$ cat src/rtl/axi_serial_pkg.sv
// Shared definitions for the axi_tx / axi_rx serial link: default word width,
// transmitter FSM states and the parity helper used on both ends.
package axi_serial_pkg;

  localparam int unsigned DEFAULT_PACKET_LENGTH = 32;
  localparam int unsigned MAX_PACKET_LENGTH     = 256;

  typedef enum logic [1:0] {
    IDLE   = 2'd0,
    SHIFT  = 2'd1,
    GAP    = 2'd2,
    PARITY = 2'd3
  } tx_state_e;

  // Callers zero-extend narrower words; the extra zeros do not change the XOR.
  function automatic logic even_parity(input logic [MAX_PACKET_LENGTH-1:0] word);
    return ^word;
  endfunction

endpackage

$ cat src/rtl/axi_sclk_gen.sv
// Serial clock divider: sclk toggles every CLK_DIV aclk cycles, idle-low after
// reset; rise_evt/fall_evt flag the aclk cycle whose closing edge moves sclk.
module axi_sclk_gen #(
  parameter int unsigned CLK_DIV = 2
) (
  input  logic aclk,
  input  logic areset,
  output logic sclk,
  output logic rise_evt,
  output logic fall_evt
);

  localparam int unsigned   CW      = (CLK_DIV > 1) ? $clog2(CLK_DIV) : 1;
  localparam logic [CW-1:0] CNT_MAX = CW'(CLK_DIV - 1);

  logic [CW-1:0] cnt_q, cnt_d;
  logic          sclk_q, sclk_d;
  logic          wrap;

  always_comb begin
    wrap   = (cnt_q == CNT_MAX);
    cnt_d  = wrap ? '0 : cnt_q + CW'(1);
    sclk_d = wrap ? ~sclk_q : sclk_q;
  end

  always_ff @(posedge aclk or posedge areset) begin
    if (areset) begin
      cnt_q  <= '0;
      sclk_q <= 1'b0;
    end else begin
      cnt_q  <= cnt_d;
      sclk_q <= sclk_d;
    end
  end

  assign sclk     = sclk_q;
  assign rise_evt = wrap && !sclk_q;
  assign fall_evt = wrap && sclk_q;

endmodule

$ cat src/rtl/axi_tx.sv
// Parallel-to-serial transmitter: one-word hold register, MSB-first shifter,
// data updated on sclk falling edges. Define AXI_TX_PARITY_EN for a parity bit.
module axi_tx
  import axi_serial_pkg::*;
#(
  parameter int unsigned packet_length = DEFAULT_PACKET_LENGTH,
  parameter int unsigned CLK_DIV       = 2
) (
  input  logic                     aclk,
  input  logic                     areset,
  input  logic [packet_length-1:0] s_data,
  input  logic                     s_valid,
  output logic                     s_ready,
  output logic                     sclk,
  output logic                     sdata,
  output logic                     svalid,
  output logic                     busy
);

  localparam int unsigned   BW       = (packet_length > 1) ? $clog2(packet_length) : 1;
  localparam logic [BW-1:0] LAST_BIT = BW'(packet_length - 1);

  tx_state_e                state_q, state_d;
  logic [packet_length-1:0] hold_q, hold_d;
  logic [packet_length-1:0] shift_q, shift_d;
  logic                     hold_full_q, hold_full_d;
  logic [BW-1:0]            bit_cnt_q, bit_cnt_d;
  logic                     sdata_q, sdata_d;
  logic                     svalid_q, svalid_d;
  logic                     fall_evt;
  logic                     load;
`ifdef AXI_TX_PARITY_EN
  logic                     parity_q, parity_d;
`endif

  axi_sclk_gen #(
    .CLK_DIV (CLK_DIV)
  ) u_sclk_gen (
    .aclk     (aclk),
    .areset   (areset),
    .sclk     (sclk),
    .rise_evt (),
    .fall_evt (fall_evt)
  );

  // Accepting and loading never coincide: s_ready is low whenever hold is full.
  always_comb begin
    state_d     = state_q;
    hold_d      = hold_q;
    shift_d     = shift_q;
    hold_full_d = hold_full_q;
    bit_cnt_d   = bit_cnt_q;
    sdata_d     = sdata_q;
    svalid_d    = svalid_q;
`ifdef AXI_TX_PARITY_EN
    parity_d    = parity_q;
`endif
    load = fall_evt && hold_full_q && (state_q == IDLE || state_q == GAP);

    if (s_valid && s_ready) begin
      hold_d      = s_data;
      hold_full_d = 1'b1;
    end

    if (load) begin
      hold_full_d = 1'b0;
      shift_d     = hold_q;
      sdata_d     = hold_q[packet_length-1];
      svalid_d    = 1'b1;
      bit_cnt_d   = LAST_BIT;
      state_d     = SHIFT;
`ifdef AXI_TX_PARITY_EN
      parity_d    = even_parity(MAX_PACKET_LENGTH'(hold_q));
`endif
    end else if (fall_evt) begin
      case (state_q)
        SHIFT: begin
          if (bit_cnt_q == '0) begin
`ifdef AXI_TX_PARITY_EN
            state_d  = PARITY;
            sdata_d  = parity_q;
`else
            state_d  = GAP;
            svalid_d = 1'b0;
            sdata_d  = 1'b0;
`endif
          end else begin
            shift_d   = shift_q << 1;
            sdata_d   = shift_d[packet_length-1];
            bit_cnt_d = bit_cnt_q - BW'(1);
          end
        end
`ifdef AXI_TX_PARITY_EN
        PARITY: begin
          state_d  = GAP;
          svalid_d = 1'b0;
          sdata_d  = 1'b0;
        end
`endif
        GAP:     state_d = IDLE;
        default: state_d = state_q;
      endcase
    end
  end

  always_ff @(posedge aclk or posedge areset) begin
    if (areset) begin
      state_q     <= IDLE;
      hold_q      <= '0;
      shift_q     <= '0;
      hold_full_q <= 1'b0;
      bit_cnt_q   <= '0;
      sdata_q     <= 1'b0;
      svalid_q    <= 1'b0;
`ifdef AXI_TX_PARITY_EN
      parity_q    <= 1'b0;
`endif
    end else begin
      state_q     <= state_d;
      hold_q      <= hold_d;
      shift_q     <= shift_d;
      hold_full_q <= hold_full_d;
      bit_cnt_q   <= bit_cnt_d;
      sdata_q     <= sdata_d;
      svalid_q    <= svalid_d;
`ifdef AXI_TX_PARITY_EN
      parity_q    <= parity_d;
`endif
    end
  end

  assign s_ready = !areset && !hold_full_q;
  assign sdata   = sdata_q;
  assign svalid  = svalid_q;
  assign busy    = (state_q != IDLE) || hold_full_q;

endmodule

$ cat config.mk
export PLATFORM = sky130hd
export DESIGN_NAME = axi_tx
export DESIGN_NICKNAME = d
export VERILOG_FILES = /design/src/rtl/axi_serial_pkg.sv /design/src/rtl/axi_sclk_gen.sv /design/src/rtl/axi_tx.sv
export SDC_FILE = /design/constraint.sdc
export NUM_CORES = 1
export LEC_CHECK = 0
export ABC_CLOCK_PERIOD_IN_PS = 2900
export CORE_MARGIN = 2
export CORE_UTILIZATION = 55
export CTS_CLUSTER_DIAMETER = 60
export DETAILED_ROUTE_END_ITERATION = 6
export PLACE_DENSITY = 0.83
export SYNTH_ARGS = -nofsm -noshare
export SYNTH_HDL_FRONTEND = slang
export SYNTH_SLANG_ARGS = --single-unit
$ cat constraint.sdc
create_clock -name aclk -period 2.9 [get_ports aclk]
set_input_delay 0.58 -clock aclk [delete_from_list [all_inputs] [get_ports aclk]]
set_output_delay 0.58 -clock aclk [all_outputs]
set_load 0.01 [all_outputs]
==> flow_results.xml <==
<?xml version="1.0" encoding="UTF-8"?>
<metrics>
  <group name="outcome">
    <metric name="status" unit="">complete, no violations</metric>
  </group>
  <group name="place">
    <metric name="placedInstanceArea" unit="sq um">4023</metric>
    <metric name="place_inst" unit="">400</metric>
    <metric name="routabilityCongestion" unit="">0.8202</metric>
    <metric name="dp_hpwl" unit="um">4280</metric>
    <metric name="total_of_buffers_placed_on_input_and_output_ports" unit="">39</metric>
  </group>
  <group name="route">
    <metric name="drc" unit="">0</metric>
    <metric name="drt_pre_antenna_iters" unit="">4</metric>
    <metric name="vias_per_cell" unit="">5.712</metric>
    <metric name="wire_per_inst" unit="um">15.60</metric>
    <metric name="drt.antenna.violating_nets" unit="">0</metric>
    <metric name="route.vias.total" unit="">2376</metric>
    <metric name="detail_route.iter0.violations" unit="">136</metric>
    <metric name="routed_wl" unit="um">6488</metric>
  </group>
  <group name="timing">
    <metric name="finalSetupViolations" unit="">0</metric>
    <metric name="period_share" unit="%">81.50</metric>
    <metric name="setup-tns-final" unit="ns">0</metric>
    <metric name="grt_setup_unrepaired" unit="">no</metric>
    <metric name="worst-slew-pin-transition" unit="ns">1.082</metric>
    <metric name="final_hold_vios" unit="">0</metric>
    <metric name="timing.slew.headroom" unit="%">27.71</metric>
    <metric name="fmax" unit="MHz">423.1</metric>
    <metric name="finClkSkew" unit="ns">0.007805</metric>
    <metric name="finalWorstPathRequiredPeriod" unit="ns">2.364</metric>
    <metric name="finalMaxSlewViolations" unit="">0</metric>
  </group>
  <group name="layout">
    <metric name="syn_to_final_growth" unit="%">16.86</metric>
    <metric name="stdcell_area" unit="sq um">4249</metric>
    <metric name="final_nets" unit="">370</metric>
    <metric name="post_route_cells_drive_above_1_share" unit="%">35.99</metric>
    <metric name="layout.cells.non_filler" unit="">416</metric>
    <metric name="diodes" unit="">0</metric>
  </group>
  <group name="power">
    <metric name="power_density" unit="nW/um^2">833.9</metric>
    <metric name="vdd_drop_max" unit="uV">545.9</metric>
    <metric name="pwr-share-clk" unit="%">25.1</metric>
    <metric name="total_leakage_power" unit="nW">1.765</metric>
    <metric name="p_comb_share" unit="%">22.4</metric>
    <metric name="power_switching" unit="mW">1.013</metric>
    <metric name="cell_internal_pwr" unit="mW">2.530</metric>
    <metric name="sequentialPowerShare" unit="%">52.5</metric>
    <metric name="netSwitchingFraction" unit="%">28.59</metric>
  </group>
  <group name="grt">
    <metric name="sum_of_overflow_across_all_layers_after_global_routing" unit="">0</metric>
    <metric name="antenna_found_initial" unit="">0</metric>
    <metric name="grt_pass1_wl" unit="um">11430</metric>
    <metric name="vias_in_the_first_global_route" unit="">2385</metric>
    <metric name="pin_count_of_the_biggest_net_entering_global_routing" unit="">38</metric>
    <metric name="gr-usage-all-layers" unit="%">20.15</metric>
  </group>
  <group name="critical_path">
    <metric name="reg2reg_depth" unit="">6</metric>
    <metric name="cp.buffers_inverters" unit="">1</metric>
    <metric name="worst_path_max_delay_cell" unit="">dfrtp_1</metric>
    <metric name="setup.worst_path.start_class" unit="">register</metric>
    <metric name="timing.critical_path.required" unit="ns">2.32</metric>
    <metric name="setup.worst_path.end_class" unit="">primary output</metric>
    <metric name="slowest_delay" unit="ns">0.51</metric>
    <metric name="worstSetupPathDepth" unit="">2</metric>
    <metric name="worst-endpoint-arrival" unit="ns">1.78</metric>
    <metric name="worst-path-max-fanout" unit="">8</metric>
    <metric name="worstSetupPathType" unit="">register to primary output</metric>
    <metric name="worst_path_cell_chain" unit="">or3_1 &gt; clkdlybuf4s50_1</metric>
    <metric name="critPathTopFamily" unit="">flip-flops</metric>
  </group>
  <group name="synth">
    <metric name="synth.ff_latch_count" unit="">75</metric>
    <metric name="synthDistinctLibCells" unit="">37</metric>
    <metric name="synth_nets" unit="">336</metric>
    <metric name="netlist_area" unit="sq um">3636</metric>
    <metric name="synth.avg_cell_area" unit="sq um">12.12</metric>
    <metric name="ys_dominant_reg_cell" unit="">dfrtp_1</metric>
    <metric name="synth_seq_area_share" unit="%">51.62</metric>
    <metric name="cell_count_after_synthesis" unit="">300</metric>
    <metric name="yosysWarningCount" unit="">0</metric>
    <metric name="synth_enable_flop_cells" unit="">0</metric>
    <metric name="fraction_of_registers_with_async_set_reset" unit="%">100.0</metric>
  </group>
  <group name="die">
    <metric name="rows" unit="">29</metric>
    <metric name="design.die.area" unit="sq um">7277</metric>
    <metric name="chip_width" unit="um">85.31</metric>
    <metric name="placeableCoreArea" unit="sq um">6386</metric>
    <metric name="initial_utilization" unit="%">56.94</metric>
    <metric name="floorplan.die.height" unit="um">85.31</metric>
    <metric name="io_pins" unit="">40</metric>
  </group>
  <group name="clock_network">
    <metric name="tritoncts" unit="">built</metric>
    <metric name="post-cts-setup-buffers" unit="">0</metric>
    <metric name="post_cts_hold_buffer_count" unit="">0</metric>
    <metric name="clkSlewWorstSetupHoldPaths" unit="ns">0.08</metric>
    <metric name="max-clock-path-buffers" unit="">2</metric>
    <metric name="cts.sink_count" unit="">75</metric>
    <metric name="clockRootBuffer" unit="">clkbuf_8</metric>
    <metric name="clock_latency" unit="ns">0.35</metric>
    <metric name="cts.htree.levels" unit="">3</metric>
    <metric name="cts_resized" unit="">0</metric>
    <metric name="numCtsBuffers" unit="">9</metric>
  </group>
  <group name="run">
    <metric name="drv_cap" unit="">0</metric>
  </group>
  <group name="hold_path">
    <metric name="min-delay-path-class" unit="">register to register</metric>
    <metric name="worstHoldPathCells" unit="">2</metric>
  </group>
</metrics>
-- final cells by class --
cell class / count / area (sq um)
Clock inverter: 6 / 88.84
Timing Repair Buffer: 48 / 470.5
Sequential cell: 75 / 1877
Inverter: 4 / 15.01
Fill cell: 484 / 2137
Multi-Input combinational cell: 196 / 1564
Clock buffer: 10 / 137.6
Tap cell: 77 / 96.34
-- kinds of logic (layout without fill, tap and decap cells) --
family | count (synthesis) | count (layout) | share of synthesized area [%]
xor+xnor | 1 | 1 | 0.2409
mux | 32 | 32 | 9.911
fa+ha+maj | 1 | 1 | 0.3441
simple gates | 117 | 117 | 19.37
flops | 75 | 75 | 51.62
buf+inv | 29 | 68 | 5.781
compound gates | 45 | 45 | 12.73
-- cell usage in the layout, fill, tap and decap left out, types with 4 or more instances in the layout --
cell	count
nand2_1	64
mux2_2	32
nand3_1	4
dfrtp_1	75
o21ai_0	5
nand3_2	30
clkdlybuf4s50_1	39
nor2_1	5
o211ai_2	28
clkbuf_8	10
buf_4	8
-- worst min-delay path: stages (launching register included) --
cell and delay (ns):
dfrtp_1 0.35, nand2_1 0.05, o21ai_1 0.06
-- through the flow --
step	hold slack [ns]	power [mW]	utilization (%)	worst slack, ns
after floorplan	0.4450	2.432	-	0.4100
after detailed placement	0.4722	2.681	62.99	0.5815
after global routing	0.5164	3.773	66.54	0.4660
after global placement	0.4671	2.615	62.99	0.6077
after CTS	0.4895	3.581	66.54	0.5203
final	0.4846	3.543	66.54	0.5365
-- cell usage after synthesis, types with 3 or more instances --
| master | instances | share of area [%] |
|---|---|---|
| buf_2 | 8 | 1.1 |
| buf_12 | 3 | 1.7 |
| nand3_1 | 4 | 0.55 |
| mux2_2 | 32 | 9.9 |
| buf_4 | 3 | 0.62 |
| clkbuf_1 | 6 | 0.62 |
| dfrtp_1 | 75 | 52 |
| buf_6 | 4 | 1.2 |
| o211ai_2 | 28 | 9.6 |
| nand3_2 | 30 | 8.3 |
| inv_1 | 4 | 0.41 |
| nand2_1 | 64 | 6.6 |
| o21ai_0 | 5 | 0.69 |
| nor2_1 | 6 | 0.62 |
-- sequential cells by signal, indices dropped and copies added, names as in the netlist --
| signal | flops |
|---|---|
| svalid | 1 |
| u_sclk_gen.cnt_q | 1 |
| hold_q | 32 |
| shift_q | 31 |
| state_q | 2 |
| bit_cnt_q | 5 |
| hold_full_q | 1 |
| u_sclk_gen.sclk | 1 |
| sdata | 1 |
-- final timing paths --
| check | from | end | slack [ns] |
|---|---|---|---|
| setup reg to reg | bit_cnt_q[0] | shift_q[4] | 0.59 |
| hold / removal | hold_q[0] | shift_q[0] | 0.48 |
| max in group asynchronous | areset | hold_q[31] | 1.54 |
| hold reg to reg | hold_q[0] | shift_q[0] | 0.48 |
| setup / recovery | hold_full_q | busy | 0.54 |
| min in group asynchronous | areset | shift_q[16] | 0.71 |
-- layer usage --
metal / vias up / global-route usage, % / share of wire (%)
li1: 1119 / - / -
met5: - / 0 / 0
met3: 10 / 5.934 / 4.3
met1: 1197 / 25.74 / 42
met2: 50 / 32.39 / 51
met4: 0 / 8.081 / 2.2
-- power groups by stage --
| stage | Combinational (mW) | Sequential (mW) | Clock [mW] |
|---|---|---|---|
| floorplan | 0.660 | 1.77 | 0 |
| global placement | 0.761 | 1.85 | 0 |
| detailed placement | 0.809 | 1.87 | 0 |
| CTS | 0.812 | 1.86 | 0.909 |
| global route | 0.892 | 1.93 | 0.955 |
| finish | 0.795 | 1.86 | 0.889 |
Power figures use the tool's default switching activity.
